===== src/rtl/foo_pipeline_pkg.sv =====
// Shared constants and per-stage arithmetic for the foo elastic pipeline.
package foo_pipeline_pkg;

  localparam int unsigned FOO_DEFAULT_WIDTH  = 32;
  localparam int unsigned FOO_DEFAULT_STAGES = 2;
  localparam int unsigned FOO_MAX_WIDTH      = 64;

  // Stage 0 adds one; later stages add two by bumping bits above bit 0.
  // Callers truncate the result to their width, which gives the modulo wrap.
  function automatic logic [FOO_MAX_WIDTH-1:0] foo_stage_op(
    input int unsigned              stage_idx,
    input logic [FOO_MAX_WIDTH-1:0] d
  );
    logic [FOO_MAX_WIDTH-1:0] r;
    if (stage_idx == 0) begin
      r = d + FOO_MAX_WIDTH'(1);
    end else begin
      r = {d[FOO_MAX_WIDTH-1:1] + (FOO_MAX_WIDTH-1)'(1), d[0]};
    end
    return r;
  endfunction

endpackage


===== src/rtl/foo_pipe_slot.sv =====
// One elastic pipeline slot: valid/data register that loads the (optionally
// transformed) upstream value whenever its advance input is high.
module foo_pipe_slot
  import foo_pipeline_pkg::*;
#(
  parameter int unsigned WIDTH     = FOO_DEFAULT_WIDTH,
  parameter int unsigned STAGE_IDX = 0,
  parameter bit          HAS_OP    = 1'b0
) (
  input  logic             clk,
  input  logic             rst,
  input  logic             adv,
  input  logic             up_valid,
  input  logic [WIDTH-1:0] up_data,
  output logic             valid,
  output logic [WIDTH-1:0] data
);

  logic             valid_q, valid_d;
  logic [WIDTH-1:0] data_q, data_d;
  logic [WIDTH-1:0] op_c;

  always_comb begin
    op_c = up_data;
    if (HAS_OP) begin
      op_c = WIDTH'(foo_stage_op(STAGE_IDX, FOO_MAX_WIDTH'(up_data)));
    end
  end

  always_comb begin
    valid_d = valid_q;
    data_d  = data_q;
    if (adv) begin
      valid_d = up_valid;
      data_d  = op_c;
    end
  end

  always_ff @(posedge clk) begin
    if (rst) begin
      valid_q <= 1'b0;
    end else begin
      valid_q <= valid_d;
    end
  end

  // Data path is deliberately not reset; valid qualifies it.
  always_ff @(posedge clk) begin
    data_q <= data_d;
  end

  assign valid = valid_q;
  assign data  = data_q;

endmodule


===== src/rtl/foo_pipeline_elastic.sv =====
// Elastic ready/valid foo pipeline with bubble collapsing (WIDTH <= 64).
// Optional occupancy counter port enabled by FOO_PIPELINE_ELASTIC_OCCUPANCY_EN.
module foo_pipeline_elastic
  import foo_pipeline_pkg::*;
#(
  parameter int unsigned WIDTH      = FOO_DEFAULT_WIDTH,
  parameter int unsigned NUM_STAGES = FOO_DEFAULT_STAGES
) (
  input  logic             clk,
  input  logic             rst,
  input  logic             in_valid,
  output logic             in_ready,
  input  logic [WIDTH-1:0] in_data,
  output logic             out_valid,
  input  logic             out_ready,
  output logic [WIDTH-1:0] out_data
`ifdef FOO_PIPELINE_ELASTIC_OCCUPANCY_EN
  ,
  output logic [$clog2(NUM_STAGES+2)-1:0] occupancy
`endif
);

  localparam int unsigned DEPTH = NUM_STAGES + 1;

  logic [DEPTH-1:0] v;
  logic [DEPTH-1:0] adv_c;
  logic [WIDTH-1:0] d [DEPTH];

  // A slot may load when it is empty or the slot below it is loading.
  always_comb begin
    logic chain;
    adv_c = '0;
    chain = out_ready | ~v[DEPTH-1];
    adv_c[DEPTH-1] = chain;
    for (int k = int'(DEPTH) - 2; k >= 0; k--) begin
      chain    = ~v[k] | chain;
      adv_c[k] = chain;
    end
  end

  for (genvar k = 0; k < int'(DEPTH); k++) begin : g_slot
    if (k == 0) begin : g_in
      foo_pipe_slot #(
        .WIDTH    (WIDTH),
        .STAGE_IDX(0),
        .HAS_OP   (1'b0)
      ) u_slot (
        .clk     (clk),
        .rst     (rst),
        .adv     (adv_c[0]),
        .up_valid(in_valid),
        .up_data (in_data),
        .valid   (v[0]),
        .data    (d[0])
      );
    end else begin : g_stage
      foo_pipe_slot #(
        .WIDTH    (WIDTH),
        .STAGE_IDX(k - 1),
        .HAS_OP   (1'b1)
      ) u_slot (
        .clk     (clk),
        .rst     (rst),
        .adv     (adv_c[k]),
        .up_valid(v[k-1]),
        .up_data (d[k-1]),
        .valid   (v[k]),
        .data    (d[k])
      );
    end
  end

  assign in_ready  = rst | adv_c[0];
  assign out_valid = v[DEPTH-1];
  assign out_data  = d[DEPTH-1];

`ifdef FOO_PIPELINE_ELASTIC_OCCUPANCY_EN
  localparam int unsigned OCC_W = $clog2(NUM_STAGES + 2);

  logic [OCC_W-1:0] occ_q, occ_d;
  logic             in_xfer_c, out_xfer_c;

  // Counter tracks items held; simultaneous in/out leaves it unchanged.
  always_comb begin
    in_xfer_c  = in_valid & in_ready;
    out_xfer_c = out_valid & out_ready;
    occ_d      = occ_q;
    if (in_xfer_c && !out_xfer_c) begin
      occ_d = occ_q + OCC_W'(1);
    end else if (out_xfer_c && !in_xfer_c) begin
      occ_d = occ_q - OCC_W'(1);
    end
  end

  always_ff @(posedge clk) begin
    if (rst) begin
      occ_q <= '0;
    end else begin
      occ_q <= occ_d;
    end
  end

  assign occupancy = occ_q;
`endif

endmodule


===== config.mk =====
export PLATFORM = sky130hd
export DESIGN_NAME = foo_pipeline_elastic
export DESIGN_NICKNAME = d
export VERILOG_FILES = /design/src/rtl/foo_pipeline_pkg.sv /design/src/rtl/foo_pipe_slot.sv /design/src/rtl/foo_pipeline_elastic.sv
export SDC_FILE = /design/constraint.sdc
export NUM_CORES = 1
export LEC_CHECK = 0
export CAP_MARGIN = 20
export CELL_PAD_IN_SITES_DETAIL_PLACEMENT = 0
export CELL_PAD_IN_SITES_GLOBAL_PLACEMENT = 1
export CORE_MARGIN = 2
export CORE_UTILIZATION = 44
export CTS_CLUSTER_SIZE = 28
export DETAILED_ROUTE_END_ITERATION = 12
export GPL_TIMING_DRIVEN = 0
export PLACE_DENSITY_LB_ADDON = 0.1
export SYNTH_ARGS = -nofsm -noshare
export SYNTH_HDL_FRONTEND = slang
export SYNTH_HIERARCHICAL = 1
export SYNTH_SLANG_ARGS = --single-unit

===== constraint.sdc =====
create_clock -name clk -period 2.3 [get_ports clk]
set_clock_uncertainty 0.1 [all_clocks]
set_input_delay 0.46 -clock clk [delete_from_list [all_inputs] [get_ports clk]]
set_output_delay 0.46 -clock clk [all_outputs]
set_load 0.01 [all_outputs]

# Word-level counts from Yosys, hierarchy flattened
# Cells that the tools add are included.
op_classes:
  shift: 0
  n_eq_ne: 0
  n_mux: 0
  mul: 0
  reduce_logical: 0
  order_cmp: 0
  div: 0
  add_sub_neg: 2
  n_bitwise: 7
op_table:
  columns: ["op", "count"]
  rows:
  - ["$add 32x1->32 const B", 1]
  - ["$add 31x1->31 const B", 1]
  - ["$or 1x1->1", 4]
  - ["$not 1->1", 3]
word_totals:
  n_memories: 0
  output_inout_bits: 34
  latch_bits: 0
  ramBits: 0
  in_bits: 36
  reg_bits: 99
  mem_bits_ro: 0

# Depth between registers and ports, before layout
depth:
  depth_word: 5
  depth_mapped: 6

# By module
# The synthesis kept the hierarchy.
by_module_without_submodules:
  columns: ["module", "area_each_um2", "seq_area_each_um2", "cells_each", "instances"]
  rows:
  - ["foo_pipe_slot at g_slot[1].g_stage.u_slot", 1672.9, 980.9, 130, 1]
  - ["foo_pipe_slot at g_slot[2].g_stage.u_slot", 1607.8, 980.9, 126, 1]
  - ["foo_pipe_slot at g_slot[0].g_in.u_slot", 994.7, 980.9, 35, 1]
  - ["foo_pipeline_elastic", 45.0, 0.0, 4, 1]

# Worst setup path before layout
# OpenSTA, ideal clock, no wires.
synth_timing:
  path_type: "input to register"
  startpoint: "input port out_ready"
  endpoint: "register g_slot[1].g_stage.u_slot.data_q[0], enable pin"
  t_arrival_ns: 1.297
  path_buffers: 0
  required_ns: 1.628
  cell_stages: 1
  slack_ns: 0.331
  cell_sequence: "nand3b_1"
synth_between:
  elab_chain_cells: 2
synth_lines:
  columns: ["element", "line_no", "text"]
  rows:
  - ["from (decl)", "foo_pipeline_elastic.sv:15", "input logic out_ready,"]
  - ["$or 1x1->1", "foo_pipeline_elastic.sv:33", "chain = out_ready | ~v[DEPTH-1];"]
  - ["$or 1x1->1", "foo_pipeline_elastic.sv:36", "chain = ~v[k] | chain;"]
  - ["to (signal assigned)", "foo_pipe_slot.sv:49", "data_q <= data_d;"]
  - ["to (decl)", "foo_pipe_slot.sv:20", "logic [WIDTH-1:0] data_q, data_d;"]
# No other way between the ends.
# A chain may end at the register's enable or synchronous reset.

# Final worst setup path
layout_timing:
  startpoint: "input port out_ready"
  endpoint: "output port in_ready"
layout_between:
  elab_chain_cells: 4
layout_lines:
  columns: ["element", "line_no", "text"]
  rows:
  - ["$or 1x1->1", "foo_pipeline_elastic.sv:33", null]
  - ["$or 1x1->1 (2 in series)", "foo_pipeline_elastic.sv:36", null]
  - ["via adv_c[0]", "foo_pipeline_elastic.sv:26", "logic [DEPTH-1:0] adv_c;"]
  - ["$or 1x1->1", "foo_pipeline_elastic.sv:73", "assign in_ready = rst | adv_c[0];"]
  - ["to (decl)", "foo_pipeline_elastic.sv:12", "output logic in_ready,"]
# The timed path passes the listed nets, and every way through them passes these cells.

==> results_dict.tcl <==
set metrics [dict create \
    synthTopCellsByArea "edfxtp_1 (67%), xor2_1 (7.9%), xnor2_1 (4.1%), nand3_1 (2.4%), nand2_1 (1.7%)" \
    grt_pass1_vias 2292 \
    rsz0062_at_grt "no" \
    synth_simple_gate_area_frac 0.170 \
    r2r-end "g_slot[2].g_stage.u_slot/data[31]" \
    netlist_area_um2 4320 \
    worst_pin_slew_ps 667 \
    post-dp-hpwl_um 4920 \
    die_area_um2 10600 \
    place_ws_ps -635 \
    io_pins 70 \
    overflow 0 \
    arrival_ps 1630 \
    r2r_start "g_slot[1].g_stage.u_slot/data[1]" \
    min_path_type "flop to flop" \
    yosys-top-cells-count "edfxtp_1 (96), xor2_1 (39), nand3_1 (21)" \
    finalCritPeriodShare 0.951 \
    synth_nets 333 \
    holdPathStages 0 \
    synthCells 295 \
    ys_ff_latch 99 \
    cts_root_buf "clkbuf_8" \
    grt_pass1_wl_um 11100 \
    cp_max_fo 4 \
    clk_latency_ps 360 \
    slew_headroom 0.554 \
    ys.flop_type "edfxtp_1" \
    synth_top_family_by_area "simple AND/OR/NAND/NOR gates" \
    antennaDiodeCount 0 \
    synthAdderAreaFrac 0.00579 \
    synth_top_area_frac 0.667 \
    slowest_delay_ps 470 \
    start_util 0.448 \
    synth_edf_count 96 \
    required_ps 1740 \
    ctsHoldBuffers 0 \
    crit_chain "clkdlybuf4s50_1, nand4b_4, or2_1, dlygate4sd2_1" \
    io_buffers 69 \
    drcViolationCount 0 \
    grt_max_degree 27 \
    final-hold-violation-count 0 \
    ir_worst_vdd_v 0.000318 \
    ff2ff_setup_slack_ps 120 \
    vias 2452 \
    critPathCaptureType "primary output" \
    yosys.area_share.xor_xnor 0.120 \
    fmax_mhz 457 \
    dr.pass1.iters 4 \
    status "finished clean" \
    cts_tree "built" \
    wl_per_cell_um 13.2 \
    clk_pin_slew_worst_paths_ps 100 \
    fin_cells 517 \
    yosysWarningCount 6 \
    num_rows 36 \
    worst_hold_slack_ps 339 \
    fp.dieH_um 103 \
    ys_types 35 \
    cp_top_family "buffers and inverters" \
    start_kind "input pin" \
    finalSetupViolations 0 \
    power.leakage_uw 0.00202 \
    synth_top_area_cell "edfxtp_1" \
    post-route-min-period_ps 2190 \
    clkSinkCount 99 \
    core_um2 9640 \
    synthArstFlopShare 0 \
    r2r_cells 6 \
    vias_per_cell 4.74 \
    place.gp.congestion 0.789 \
    cts_max_level 3 \
    nNetsFinal 417 \
    avgSynthCellArea_um2 14.6 \
    routed_wl_um 6820 \
    ys_seq_area_frac 0.681 \
    synth_most_common_cell "edfxtp_1" \
    grt_antenna_before_repair 0 \
    layout-area-overhead-vs-synth_pct 26.4 \
    drive_above_1_share 0.104 \
    layout_setup_ws_ps 112 \
    drv_cap 0 \
    maxSlewViolCount 0 \
    dieWidth_um 103 \
    antenna_left 0 \
    cp_num_buf_inv 2 \
    cts_buffer_depth 2 \
    setup.worst_path.start "out_ready" \
    initialDrtViolationCount 104 \
    cts_made_buffers 9 \
    place_inst 499 \
    hp-start "g_slot[1].g_stage.u_slot/data[0]" \
    critPathKind "input pin to primary output" \
    power_density_nw_per_um2 671 \
    synth_compound_area_frac 0 \
    whs_endpoint "g_slot[2].g_stage.u_slot/data[0]" \
    grt.total_usage 0.139 \
    utilization 0.567 \
    power.total_uw 3670 \
    synth.area.mux_share 0.00695 \
    critPathSlowestCell "clkdlybuf4s50_1" \
]
-- worst register-to-register path, cell delays in order (launching register included) --
cell	delay [ps]
edfxtp_1	420
ha_1	230
nand3_1	150
or3b_1	440
buf_6	160
nor4_2	310
xor2_1	110
-- cells in the final DEF, fill, tap and decap left out, types with 3 or more instances in the layout --
cell | Yosys | routed
nor3_1 | 12 | 12
nor4_2 | 6 | 6
xor2_1 | 39 | 39
nand3_1 | 21 | 21
nor4_1 | 4 | 4
and4_1 | 8 | 8
mux2i_1 | 3 | 3
clkbuf_8 | 0 | 9
and3_1 | 5 | 5
nand2_1 | 20 | 20
edfxtp_1 | 96 | 96
clkdlybuf4s50_1 | 0 | 68
xnor2_1 | 20 | 20
nand4_1 | 7 | 7
nor2_1 | 18 | 18
dfxtp_1 | 3 | 3
inv_1 | 8 | 8
-- report_power, final --
| group | switching (uW) | internal (uW) |
|---|---|---|
| combinational | 99.1 | 177 |
| clock | 600 | 618 |
| sequential | 78.7 | 2090 |
| total | 778 | 2890 |
-- final cells by class --
type / instances / area, um2
Multi-Input combinational cell: 183 / 1320
Tap cell: 133 / 166
Clock inverter: 7 / 97.6
Inverter: 8 / 30.0
Fill cell: 809 / 4180
Clock buffer: 9 / 124
Sequential cell: 99 / 2940
Buffer: 6 / 40.0
Timing Repair Buffer: 72 / 739
-- per-stage QoR --
stage	TNS [ps]	cell area, um2
2_1_floorplan	0	4320
3_3_place_gp	-20620	5180
3_5_place_dp	-635	5220
4_1_cts	0	5460
5_1_grt	0	5460
6_report	0	5460
-- worst max path at each step --
| stage | endpoint | slack, ps | depth (start not counted) |
|---|---|---|---|
| 2_1_floorplan | g_slot[1].g_stage.u_slot/data[0] | 330 | 1 |
| 3_3_place_gp | in_ready | -590 | 4 |
| 3_5_place_dp | in_ready | -640 | 4 |
| 4_1_cts | in_ready | 110 | 4 |
| 5_1_grt | g_slot[2].g_stage.u_slot/data[31] | 30 | 6 |
| 6_report | in_ready | 110 | 4 |
-- flip-flops by register name, summed over array words and instances, names as in the netlist --
name / count
g_slot.g_stage.u_slot/data: 64
g_slot.g_in.u_slot/data: 32
g_slot.g_stage.u_slot/valid: 2
g_slot.g_in.u_slot/valid: 1
-- routing by layer --
metal | GRT usage | vias up | share of wire
met5 | 0 | - | 0
met4 | 0.0668 | 0 | 0.017
met3 | 0.0339 | 11 | 0.047
met2 | 0.202 | 61 | 0.44
met1 | 0.196 | 1120 | 0.50
li1 | - | 1260 | -
-- repair_timing --
item | CTS | global route
gates resized for setup | 1 | 0
buffers inserted | 1 | 0
setup endpoints to repair | 1 | 0
-- kinds of logic after synthesis --
kind of cell | count (synthesis)
simple gates | 118
mux | 3
buf+inv | 14
xor+xnor | 59
fa+ha+maj | 2
flops | 99
Note: power is estimated with default switching activity, not from simulation.
